$ cat src/rtl/frame_tx_arbiter.sv
// ---------------------------------------------------------------------------
// frame_tx_arbiter
//
// Shares the single packet_sender input stream between the scope frame
// source and the short status/reply source. Each source raises a one-cycle
// request pulse carrying its packet length in 32-bit words. The request is
// latched as pending, and whole packets are granted one at a time. Words
// from different packets are never interleaved. Every packet is preceded
// by a one-cycle start pulse carrying its UDP byte length. The beat counter
// makes sure exactly the announced number of words is forwarded.
//
// Parameters:
//   IFG_CYCLES  - idle cycles forced between packets (0 = back-to-back)
//   TIMEOUT_CYC - stall watchdog limit in cycles (only with TX_TIMEOUT_EN)
//   STAT_PRIO   - 1: status always wins a tie, 0: round-robin
//
// Optional feature (macro TX_TIMEOUT_EN):
//   Stall watchdog in XFER. If the granted source holds vld low for
//   TIMEOUT_CYC cycles, the remaining words are padded with zeros and
//   o_timeout_cnt counts the aborted packets.
//
// Ports:
//   clk, rst_n           clock, asynchronous active-low reset
//   i_frm_ready/size     frame request pulse + length (bits [15:14] ignored)
//   i_frm_data/vld/o_frm_rdy   frame stream
//   i_stat_req/len       status request pulse + length
//   i_stat_data/vld/o_stat_rdy status stream
//   o_out_data/vld/i_out_rdy   stream to packet_sender
//   o_pkt_start/o_pkt_len      packet start pulse with byte length
//   o_busy               arbiter not in IDLE
//   o_timeout_cnt        aborted-packet count (TX_TIMEOUT_EN only)
//   o_drop_cnt           saturating count of requests lost to a busy slot
// ---------------------------------------------------------------------------
module frame_tx_arbiter #(
    parameter int IFG_CYCLES  = 4,
    parameter int TIMEOUT_CYC = 1024,
    parameter bit STAT_PRIO   = 1'b0
) (
    input  logic        clk,
    input  logic        rst_n,
    input  logic        i_frm_ready,
    input  logic [15:0] i_frm_size,
    input  logic [31:0] i_frm_data,
    input  logic        i_frm_vld,
    output logic        o_frm_rdy,
    input  logic        i_stat_req,
    input  logic [7:0]  i_stat_len,
    input  logic [31:0] i_stat_data,
    input  logic        i_stat_vld,
    output logic        o_stat_rdy,
    output logic [31:0] o_out_data,
    output logic        o_out_vld,
    input  logic        i_out_rdy,
    output logic        o_pkt_start,
    output logic [15:0] o_pkt_len,
    output logic        o_busy,
`ifdef TX_TIMEOUT_EN
    output logic [7:0]  o_timeout_cnt,
`endif
    output logic [7:0]  o_drop_cnt
);

    typedef enum logic [1:0] {
        IDLE,
        ANNOUNCE,
        XFER,
        GAP
    } state_t;

    localparam logic [15:0] GAP_LAST = 16'(IFG_CYCLES - 1);

    state_t      state;
    state_t      state_next;

    logic        frm_pend;
    logic        stat_pend;
    logic [13:0] frm_len;
    logic [7:0]  stat_len;
    logic        last_frm;
    logic        sel_stat;
    logic [13:0] word_cnt;
    logic [15:0] gap_cnt;

    logic        grant;
    logic        grant_stat;
    logic        beat;
    logic        sel_vld;
    logic        frm_take;
    logic        stat_take;
    logic        frm_drop;
    logic        stat_drop;
    logic [8:0]  drop_sum;
    logic        flush_now;

    // The upper two frame size bits carry no meaning for this block.
    logic unused_size_bits;
    assign unused_size_bits = &{1'b0, i_frm_size[15:14]};

    assign o_busy  = (state != IDLE);
    assign sel_vld = sel_stat ? i_stat_vld : i_frm_vld;

    // A zero-length request never becomes pending.
    assign frm_take  = i_frm_ready && (i_frm_size[13:0] != 14'd0);
    assign stat_take = i_stat_req && (i_stat_len != 8'd0);

    // A slot being granted this very cycle is free to take a new request.
    assign frm_drop  = frm_take && frm_pend && !(grant && !grant_stat);
    assign stat_drop = stat_take && stat_pend && !(grant && grant_stat);
    assign drop_sum  = {1'b0, o_drop_cnt} + {8'd0, frm_drop} + {8'd0, stat_drop};

`ifdef TX_TIMEOUT_EN
    localparam int STALL_W = (TIMEOUT_CYC > 1) ? $clog2(TIMEOUT_CYC) : 1;

    logic [STALL_W-1:0] stall_cnt;
    logic               flush;

    assign flush_now = flush;

    // The watchdog only counts cycles where the granted source is idle.
    // Back-pressure from packet_sender is not a stall. After the limit,
    // the arbiter pads the remaining words itself.
    always_ff @(posedge clk or negedge rst_n) begin
        if (!rst_n) begin
            stall_cnt     <= '0;
            flush         <= 1'b0;
            o_timeout_cnt <= 8'd0;
        end else if (state != XFER) begin
            stall_cnt <= '0;
            flush     <= 1'b0;
        end else if (!flush) begin
            if (beat) begin
                stall_cnt <= '0;
            end else if (!sel_vld) begin
                if (stall_cnt == STALL_W'(TIMEOUT_CYC - 1)) begin
                    flush <= 1'b1;
                    if (o_timeout_cnt != 8'hFF) begin
                        o_timeout_cnt <= o_timeout_cnt + 8'd1;
                    end
                end else begin
                    stall_cnt <= stall_cnt + 1'b1;
                end
            end
        end
    end
`else
    assign flush_now = 1'b0;

    logic unused_timeout;
    assign unused_timeout = (TIMEOUT_CYC != 0);
`endif

    always_ff @(posedge clk or negedge rst_n) begin
        if (!rst_n) begin
            state <= IDLE;
        end else begin
            state <= state_next;
        end
    end

    always_comb begin
        state_next  = state;
        grant       = 1'b0;
        grant_stat  = 1'b0;
        beat        = 1'b0;
        o_out_data  = 32'd0;
        o_out_vld   = 1'b0;
        o_frm_rdy   = 1'b0;
        o_stat_rdy  = 1'b0;
        o_pkt_start = 1'b0;
        o_pkt_len   = 16'd0;

        case (state)
            IDLE: begin
                if (frm_pend || stat_pend) begin
                    grant = 1'b1;
                    // last_frm doubles as the round-robin pointer.
                    // Status wins a tie when frame was served last.
                    grant_stat = stat_pend && (!frm_pend || STAT_PRIO || last_frm);
                    state_next = ANNOUNCE;
                end
            end
            ANNOUNCE: begin
                o_pkt_start = 1'b1;
                o_pkt_len   = {word_cnt, 2'b00};
                state_next  = XFER;
            end
            XFER: begin
                if (flush_now) begin
                    o_out_vld = 1'b1;
                end else if (sel_stat) begin
                    o_out_data = i_stat_data;
                    o_out_vld  = i_stat_vld;
                    o_stat_rdy = i_out_rdy;
                end else begin
                    o_out_data = i_frm_data;
                    o_out_vld  = i_frm_vld;
                    o_frm_rdy  = i_out_rdy;
                end
                beat = o_out_vld && i_out_rdy;
                if (beat && (word_cnt == 14'd1)) begin
                    state_next = (IFG_CYCLES == 0) ? IDLE : GAP;
                end
            end
            GAP: begin
                if (gap_cnt == GAP_LAST) begin
                    state_next = IDLE;
                end
            end
            default: state_next = IDLE;
        endcase
    end

    // Pending slots, grant bookkeeping, the word counter and the gap timer.
    always_ff @(posedge clk or negedge rst_n) begin
        if (!rst_n) begin
            frm_pend   <= 1'b0;
            stat_pend  <= 1'b0;
            frm_len    <= 14'd0;
            stat_len   <= 8'd0;
            last_frm   <= 1'b1;
            sel_stat   <= 1'b0;
            word_cnt   <= 14'd0;
            gap_cnt    <= 16'd0;
            o_drop_cnt <= 8'd0;
        end else begin
            if (frm_take && !frm_drop) begin
                frm_pend <= 1'b1;
                frm_len  <= i_frm_size[13:0];
            end else if (grant && !grant_stat) begin
                frm_pend <= 1'b0;
            end

            if (stat_take && !stat_drop) begin
                stat_pend <= 1'b1;
                stat_len  <= i_stat_len;
            end else if (grant && grant_stat) begin
                stat_pend <= 1'b0;
            end

            o_drop_cnt <= (drop_sum > 9'd255) ? 8'hFF : drop_sum[7:0];

            if (grant) begin
                sel_stat <= grant_stat;
                last_frm <= !grant_stat;
                word_cnt <= grant_stat ? {6'd0, stat_len} : frm_len;
            end else if (beat) begin
                word_cnt <= word_cnt - 14'd1;
            end

            gap_cnt <= (state == GAP) ? gap_cnt + 16'd1 : 16'd0;
        end
    end

endmodule

$ cat config.mk
export PLATFORM = sky130hd
export DESIGN_NAME = frame_tx_arbiter
export DESIGN_NICKNAME = d
export VERILOG_FILES = /design/src/rtl/frame_tx_arbiter.sv
export SDC_FILE = /design/constraint.sdc
export NUM_CORES = 1
export LEC_CHECK = 0
export CELL_PAD_IN_SITES_DETAIL_PLACEMENT = 1
export CELL_PAD_IN_SITES_GLOBAL_PLACEMENT = 1
export CORE_AREA = 5 5 136 99
export CTS_BUF_LIST = sky130_fd_sc_hd__clkbuf_2 sky130_fd_sc_hd__clkbuf_4 sky130_fd_sc_hd__clkbuf_8
export DETAILED_ROUTE_END_ITERATION = 10
export DIE_AREA = 0 0 141 104
export GPL_TIMING_DRIVEN = 1
export PLACE_DENSITY = 0.89
export SKIP_LAST_GASP = 1
export SYNTH_ARGS = -nofsm -noshare
export SYNTH_HDL_FRONTEND = slang
export SYNTH_SLANG_ARGS = --single-unit
$ cat constraint.sdc
create_clock -name clk -period 3 [get_ports clk]
set_input_delay 0.45 -clock clk [delete_from_list [all_inputs] [get_ports clk]]
set_output_delay 0.45 -clock clk [all_outputs]
set_load 0.02 [all_outputs]
==> results.json, run 1 <==
{
  "met1_usage": 0.195,
  "drv_slew": 0,
  "numCtsBuffers": 9,
  "synth_cell_types": 47,
  "grt_overflow_total": 0,
  "core-area_um2": 12100,
  "syn-instance-count": 395,
  "power_leakage_nw": 2.41,
  "die_w_um": 141,
  "antenna_found_initial": 0,
  "ys_seq_area_frac": 0.417,
  "path_class": "in2reg",
  "die_area_um2": 14700,
  "hold_viol": 0,
  "syn2layout_area_growth_pct": 48.3,
  "dp_hpwl_um": 10100,
  "cts.path.max_buffers": 2,
  "yosys.area.top_type": "dfrtp_1",
  "startpoint_type": "input port",
  "holdWs_ps": 218,
  "post_cts_buffers": 0,
  "synth-edff-count": 0,
  "clock.fmax_mhz": 351,
  "ant_nets": 0,
  "irDropWorstVdd_v": 0.000212,
  "clock_latency_ps": 350,
  "layout-drive-gt1-share": 0.120,
  "endpoint_kind": "flop",
  "cts-root-buf": "clkbuf_8",
  "maxCapViolCount": 0,
  "worst_pin_slew_ps": 878,
  "finClkSkew_ps": 10.1,
  "routedWlPerCell_um": 17.4,
  "finalWirelength_um": 12500,
  "postCtsHoldBufs": 0,
  "netlist_area_um2": 3960,
  "firstDrtPassIters": 4,
  "required_ps": 3270,
  "grt_pass1_wl_um": 19700,
  "finalNetCount": 659,
  "busiest_layer": "met2",
  "track_usage": 0.167,
  "yosys.area.top_type_share": 0.410,
  "critPathArrivalTime_ps": 3120,
  "yosysWarningCount": 0,
  "dr_total_vias": 3504,
  "start_util": 0.328,
  "ctsResizeCount": 0,
  "synthFlopType": "dfrtp_1",
  "finalPower_mw": 2.43,
  "boundaryPins": 156,
  "multi_input_area_um2": 2210,
  "period_share": 0.948,
  "use_met3": 0.0542,
  "ys_ff_latch": 66,
  "synth_area_leaders": "dfrtp_1 (41%), mux2i_1 (9.1%), mux2_2 (7.7%), nor2b_1 (5.5%), and2_1 (4.3%)",
  "rsz0062_at_grt": "no",
  "grt_max_degree": 39,
  "cellPowerDensity_nw_per_um2": 413,
  "clk_pin_slew_ps": 70,
  "drtIter0Drc": 124,
  "synthArstFlopShare": 1.00,
  "seqCellArea_um2": 1650,
  "clock_sinks": 66,
  "hold_class": "in2async",
  "cp_max_fo": 3,
  "max_slew_margin": 0.414,
  "gr-usage-met2": 0.295,
  "setup_viol": 0,
  "gp_congestion": 0.842,
  "route.detailed.drc": 0,
  "placement.io_buffers": 151,
  "final.min_clock_period_ps": 2850,
  "routed_via_density": 4.87,
  "status": "finished clean",
  "die_y_um": 104,
  "n_antenna_cell": 0,
  "cts_max_level": 3,
  "grt_pass1_vias": 3863,
  "cts_tree": "yes",
  "syn_area_per_cell_um2": 10.0,
  "rows": 34,
  "fillers": 1376
}
[placed cells by master, fill, tap and decap left out, types with 2 or more instances in the layout]
master           netlist  final
a21boi_0               2      2
a21oi_1               12     12
and2_1                27     27
and3_1                 5      5
buf_4                  5     14
clkbuf_8               0     11
clkdlybuf4s50_1        0    150
conb_1                 1      2
dfrtp_1               65     64
ha_1                   8      8
inv_1                  6      6
mux2_2                27     27
mux2i_1               36     36
nand2_1               33     33
nand2b_1               3      3
nand3_1               16     15
nand4_1                4      4
nor2_1                17     17
nor2b_1               35     35
nor3_1                 5      5
nor4_1                11     11
o21a_1                 2      2
o21ai_0               10      8
o21ai_1                0      2
o31ai_1                2      2
or4_1                  2      2
or4b_2                 2      2
xnor2_1               18     18
xor2_1                10     10
[sequential cells by signal, indices dropped and copies added (netlist names)]
signal      count
gap_cnt        16
stat_len        8
word_cnt       14
last_frm        1
sel_stat        1
o_drop_cnt      8
frm_len        14
frm_pend        1
stat_pend       1
state           2
[layout make-up]
| cell class | instances | share of cell area |
|---|---|---|
| multi-input combinational | 307 | 0.377 |
| sequential | 66 | 0.281 |
| timing repair buffer | 165 | 0.274 |
| tap | 162 | 0.0345 |
| clock buffer | 12 | 0.0270 |
| inverter | 6 | 0.00383 |
| clock inverter | 2 | 0.00234 |
[report_power, final]
| group | switching [mW] | internal, mW |
|---|---|---|
| clock network | 0.328 | 0.345 |
| logic | 0.295 | 0.374 |
| registers | 0.105 | 0.982 |
| total | 0.728 | 1.70 |
[critical path, stage by stage]
cell	delay (ps)
clkdlybuf4s50_1	410
or4_1	530
o21ai_1	170
buf_4	140
nor2_1	50
fa_1	430
ha_1	220
and3_1	200
and3_1	220
nor2b_1	150
a21oi_1	150
[layer usage]
metal | vias up | routed length [µm]
li1 | 1687 | -
met1 | 1702 | 5240
met2 | 96 | 6310
met3 | 19 | 743
met4 | 0 | 207
met5 | - | 0
[cell families (layout without fill, tap and decap cells)]
family                   Yosys count  after routing  synth area share
adder cells (fa/ha/maj)            9              9            0.0303
buffers and inverters             23            185            0.0265
flip-flops                        66             66             0.417
XOR/XNOR                          28             28            0.0619
multiplexers                      64             64             0.171
other                              1              2          0.000946
AND/OR/NAND/NOR                  170            170             0.238
AO/OA/AOI/OAI                     34             34            0.0534
[stage by stage]
stage	worst slack [ps]	setup TNS, ps	area, µm²	utilization	std cells
floorplan	343	0	3970	-	396
global placement	-177	-1160	5700	0.472	706
detailed placement	-360	-2370	5700	0.472	706
CTS	23.8	0	5870	0.486	720
global route	37.1	0	5880	0.486	720
finish	155	0	5880	0.486	720
[synth_stat cells (all sizes together), types with 2 or more instances]
cell and n:
a21boi 2, a21oi 12, and2 28, and3 5, buf 8, clkbuf 9
dfrtp 65, ha 8, inv 6, mux2 28, mux2i 36, nand2 33
nand2b 3, nand3 16, nand4 4, nor2 17, nor2b 35, nor3 5
nor4 11, o21a 2, o21ai 10, o31ai 2, or3 2, or4 3
or4b 2, xnor2 18, xor2 10
[path summary, 6_finish.rpt]
path	to	slack [ps]	startpoint	depth (start not counted)
max reg2reg	o_drop_cnt[6]	410	state[0]	11
min in group clk	gap_cnt[0]	480	gap_cnt[0]	1
max in group asynchronous	last_frm	1980	rst_n	2
min reg2reg	gap_cnt[0]	480	gap_cnt[0]	1
max	o_drop_cnt[6]	150	i_stat_len[5]	11
min	stat_len[4]	220	rst_n	1
Note: power is estimated with default switching activity, not from simulation.
==> inputs of run 2 (changes only) <==
--- a/config.mk
+++ b/config.mk
@@ -13,6 +13,8 @@
 export DIE_AREA = 0 0 141 104
 export GPL_TIMING_DRIVEN = 1
 export PLACE_DENSITY = 0.89
+export RECOVER_POWER = 25
+export SETUP_SLACK_MARGIN = 0.1
 export SKIP_LAST_GASP = 1
 export SYNTH_ARGS = -nofsm -noshare
 export SYNTH_HDL_FRONTEND = slang
==> run 2 against run 1 <==
Critical path type unchanged; via count barely moved; the run now ends with capacitance limit, slew limit left; utilization about the same; sequential share of layout area hardly changed.
==> results.json, run 2 (synthesis gave the netlist of run 1 again) <==
{
  "path_class": "in2reg",
  "path_delay_family": "simple AND/OR/NAND/NOR gates",
  "postCtsHoldBufs": 0,
  "grt_max_degree": 39,
  "hold_viol": 0,
  "comb_power_share": 0.275,
  "status": "finished with violations",
  "numCtsBuffers": 9,
  "cts_max_level": 3,
  "drtIter0Drc": 124,
  "die_area_um2": 14700,
  "finalNetCount": 659,
  "stdcell_count": 720,
  "grt_overflow_total": 0,
  "setup_viol": 0,
  "violations": "capacitance limit, slew limit",
  "power_frac_seq": 0.447,
  "core-area_um2": 12100,
  "placement.io_buffers": 151,
  "worst_path_most_repeated_cell": "and3_1",
  "p_sw_frac": 0.301,
  "clk_pin_slew_ps": 70,
  "power.share.clock": 0.278,
  "final_cell_mix": "clkdlybuf4s50_1 (150), dfrtp_1 (64), mux2i_1 (36)",
  "gp_congestion": 0.842,
  "routedWlPerCell_um": 17.4,
  "layout-drive-gt1-share": 0.120,
  "start_util": 0.328,
  "finClkSkew_ps": 9.82,
  "cts-root-buf": "clkbuf_8",
  "cp_max_fo": 3,
  "reg_top3": "gap_cnt x16, frm_len x14, word_cnt x14",
  "ant_nets": 0,
  "regMostFlops": "gap_cnt",
  "startpoint_type": "input port",
  "max_slew_margin": -0.402,
  "grt_pass1_vias": 3863,
  "period_share": 0.927,
  "hold_class": "reg2reg",
  "cellPowerDensity_nw_per_um2": 414,
  "finalWirelength_um": 12500,
  "maxCapViolCount": 1,
  "routed_via_density": 4.87,
  "finalPower_mw": 2.44,
  "clock.fmax_mhz": 360,
  "grt_pass1_wl_um": 19700,
  "firstDrtPassIters": 4,
  "drv_slew": 39,
  "rows": 34,
  "dp_hpwl_um": 10100,
  "worst_pin_slew_ps": 2100,
  "post_cts_buffers": 0,
  "cts_tree": "yes",
  "critPathArrivalTime_ps": 3050,
  "fin_tns_setup_ps": 0,
  "cts.path.max_buffers": 2,
  "rsz0062_at_grt": "no",
  "worst_path_max_delay_cell": "or4_1",
  "max_stage_delay_ps": 560,
  "die_y_um": 104,
  "clock_latency_ps": 350,
  "die_w_um": 141,
  "clock_sinks": 66,
  "track_usage": 0.167,
  "antenna_found_initial": 0,
  "boundaryPins": 156,
  "required_ps": 3280,
  "switching_power_uw": 734,
  "syn2layout_area_growth_pct": 48.3,
  "endpoint_kind": "flop",
  "n_antenna_cell": 0,
  "internal-power_mw": 1.70,
  "final.min_clock_period_ps": 2780,
  "worstPathCellList": "clkdlybuf4s50_1 > or4_1 > o21ai_2 > buf_4 > nor2_1 > fa_2 > ha_1 > and3_1 > and3_1 > nor2b_1 > a21oi_1",
  "power_leakage_nw": 2.40,
  "largest_reg_flops": 16,
  "dpl.cell_count": 706,
  "route.detailed.drc": 0,
  "path_buf_inv": 2,
  "final_common_cell": "clkdlybuf4s50_1",
  "dr_total_vias": 3506,
  "irDropWorstVdd_v": 0.000212
}
[run 2: cell count changes in the layout (fill, tap and decap cells not counted), sizes merged]
cell,change
clkbuf,+2
buf,-2
[run 2: final timing paths]
kind | startpoint | slack [ps] | endpoint | depth (start not counted)
worst max-delay path | i_stat_len[5] | 220 | o_drop_cnt[6] | 11
worst min-delay path | gap_cnt[0] | 480 | gap_cnt[0] | 1
worst max register to register | state[0] | 480 | o_drop_cnt[6] | 11
worst min register to register | gap_cnt[0] | 480 | gap_cnt[0] | 1
max in group asynchronous | rst_n | 780 | gap_cnt[1] | 2
min in group asynchronous | rst_n | 700 | stat_len[4] | 1
[run 2: per-stage QoR]
| stage | utilization | area [µm²] | hold WS (ps) | setup slack (ps) |
|---|---|---|---|---|
| 6_report | 0.487 | 5880 | 477 | 220 |
| 5_1_grt | 0.487 | 5880 | 494 | 118 |
| 4_1_cts | 0.486 | 5880 | 235 | 127 |
| 3_5_place_dp | 0.472 | 5700 | 470 | -360 |
| 3_3_place_gp | 0.472 | 5700 | 446 | -177 |
| 2_1_floorplan | - | 3970 | 154 | 343 |
[run 2: power by group through the flow]
stage,clock (mW),sequential [mW],combinational [mW]
6_report,0.677,1.09,0.671
5_1_grt,0.739,1.10,0.722
4_1_cts,0.695,1.09,0.682
3_5_place_dp,0,1.11,0.676
3_3_place_gp,0,1.10,0.647
2_1_floorplan,0,1.14,0.246
[run 2: cell type report]
| cell class | instances | area [µm²] |
|---|---|---|
| sequential | 66 | 1650 |
| timing repair buffer | 165 | 1610 |
| fill | 1373 | 6200 |
| clock buffer | 12 | 159 |
| inverter | 6 | 22.5 |
| tap | 162 | 203 |
| clock inverter | 2 | 13.8 |
| multi-input combinational | 307 | 2220 |
[run 2: metal layers]
| layer | up-vias | global-route usage | part of all wire | wire length (µm) |
|---|---|---|---|---|
| met5 | - | 0 | 0 | 0 |
| met4 | 0 | 0.0415 | 0.017 | 207 |
| met3 | 20 | 0.0542 | 0.059 | 743 |
| met2 | 97 | 0.295 | 0.50 | 6290 |
| met1 | 1704 | 0.195 | 0.42 | 5280 |
| li1 | 1685 | - | - | - |
[run 2: repair_timing]
action                     in CTS  in global routing
gates resized for setup         2                  2
setup endpoints to repair       7                  7
hold endpoints to repair        0                  0
[run 2: worst register-to-register path: cells and delay by family (launching register included)]
kind,cells,cell delay [ps]
buffers and inverters,1,130
AO/OA/AOI/OAI,1,150
adder cells (fa/ha/maj),3,880
AND/OR/NAND/NOR,6,890
flip-flops,1,410
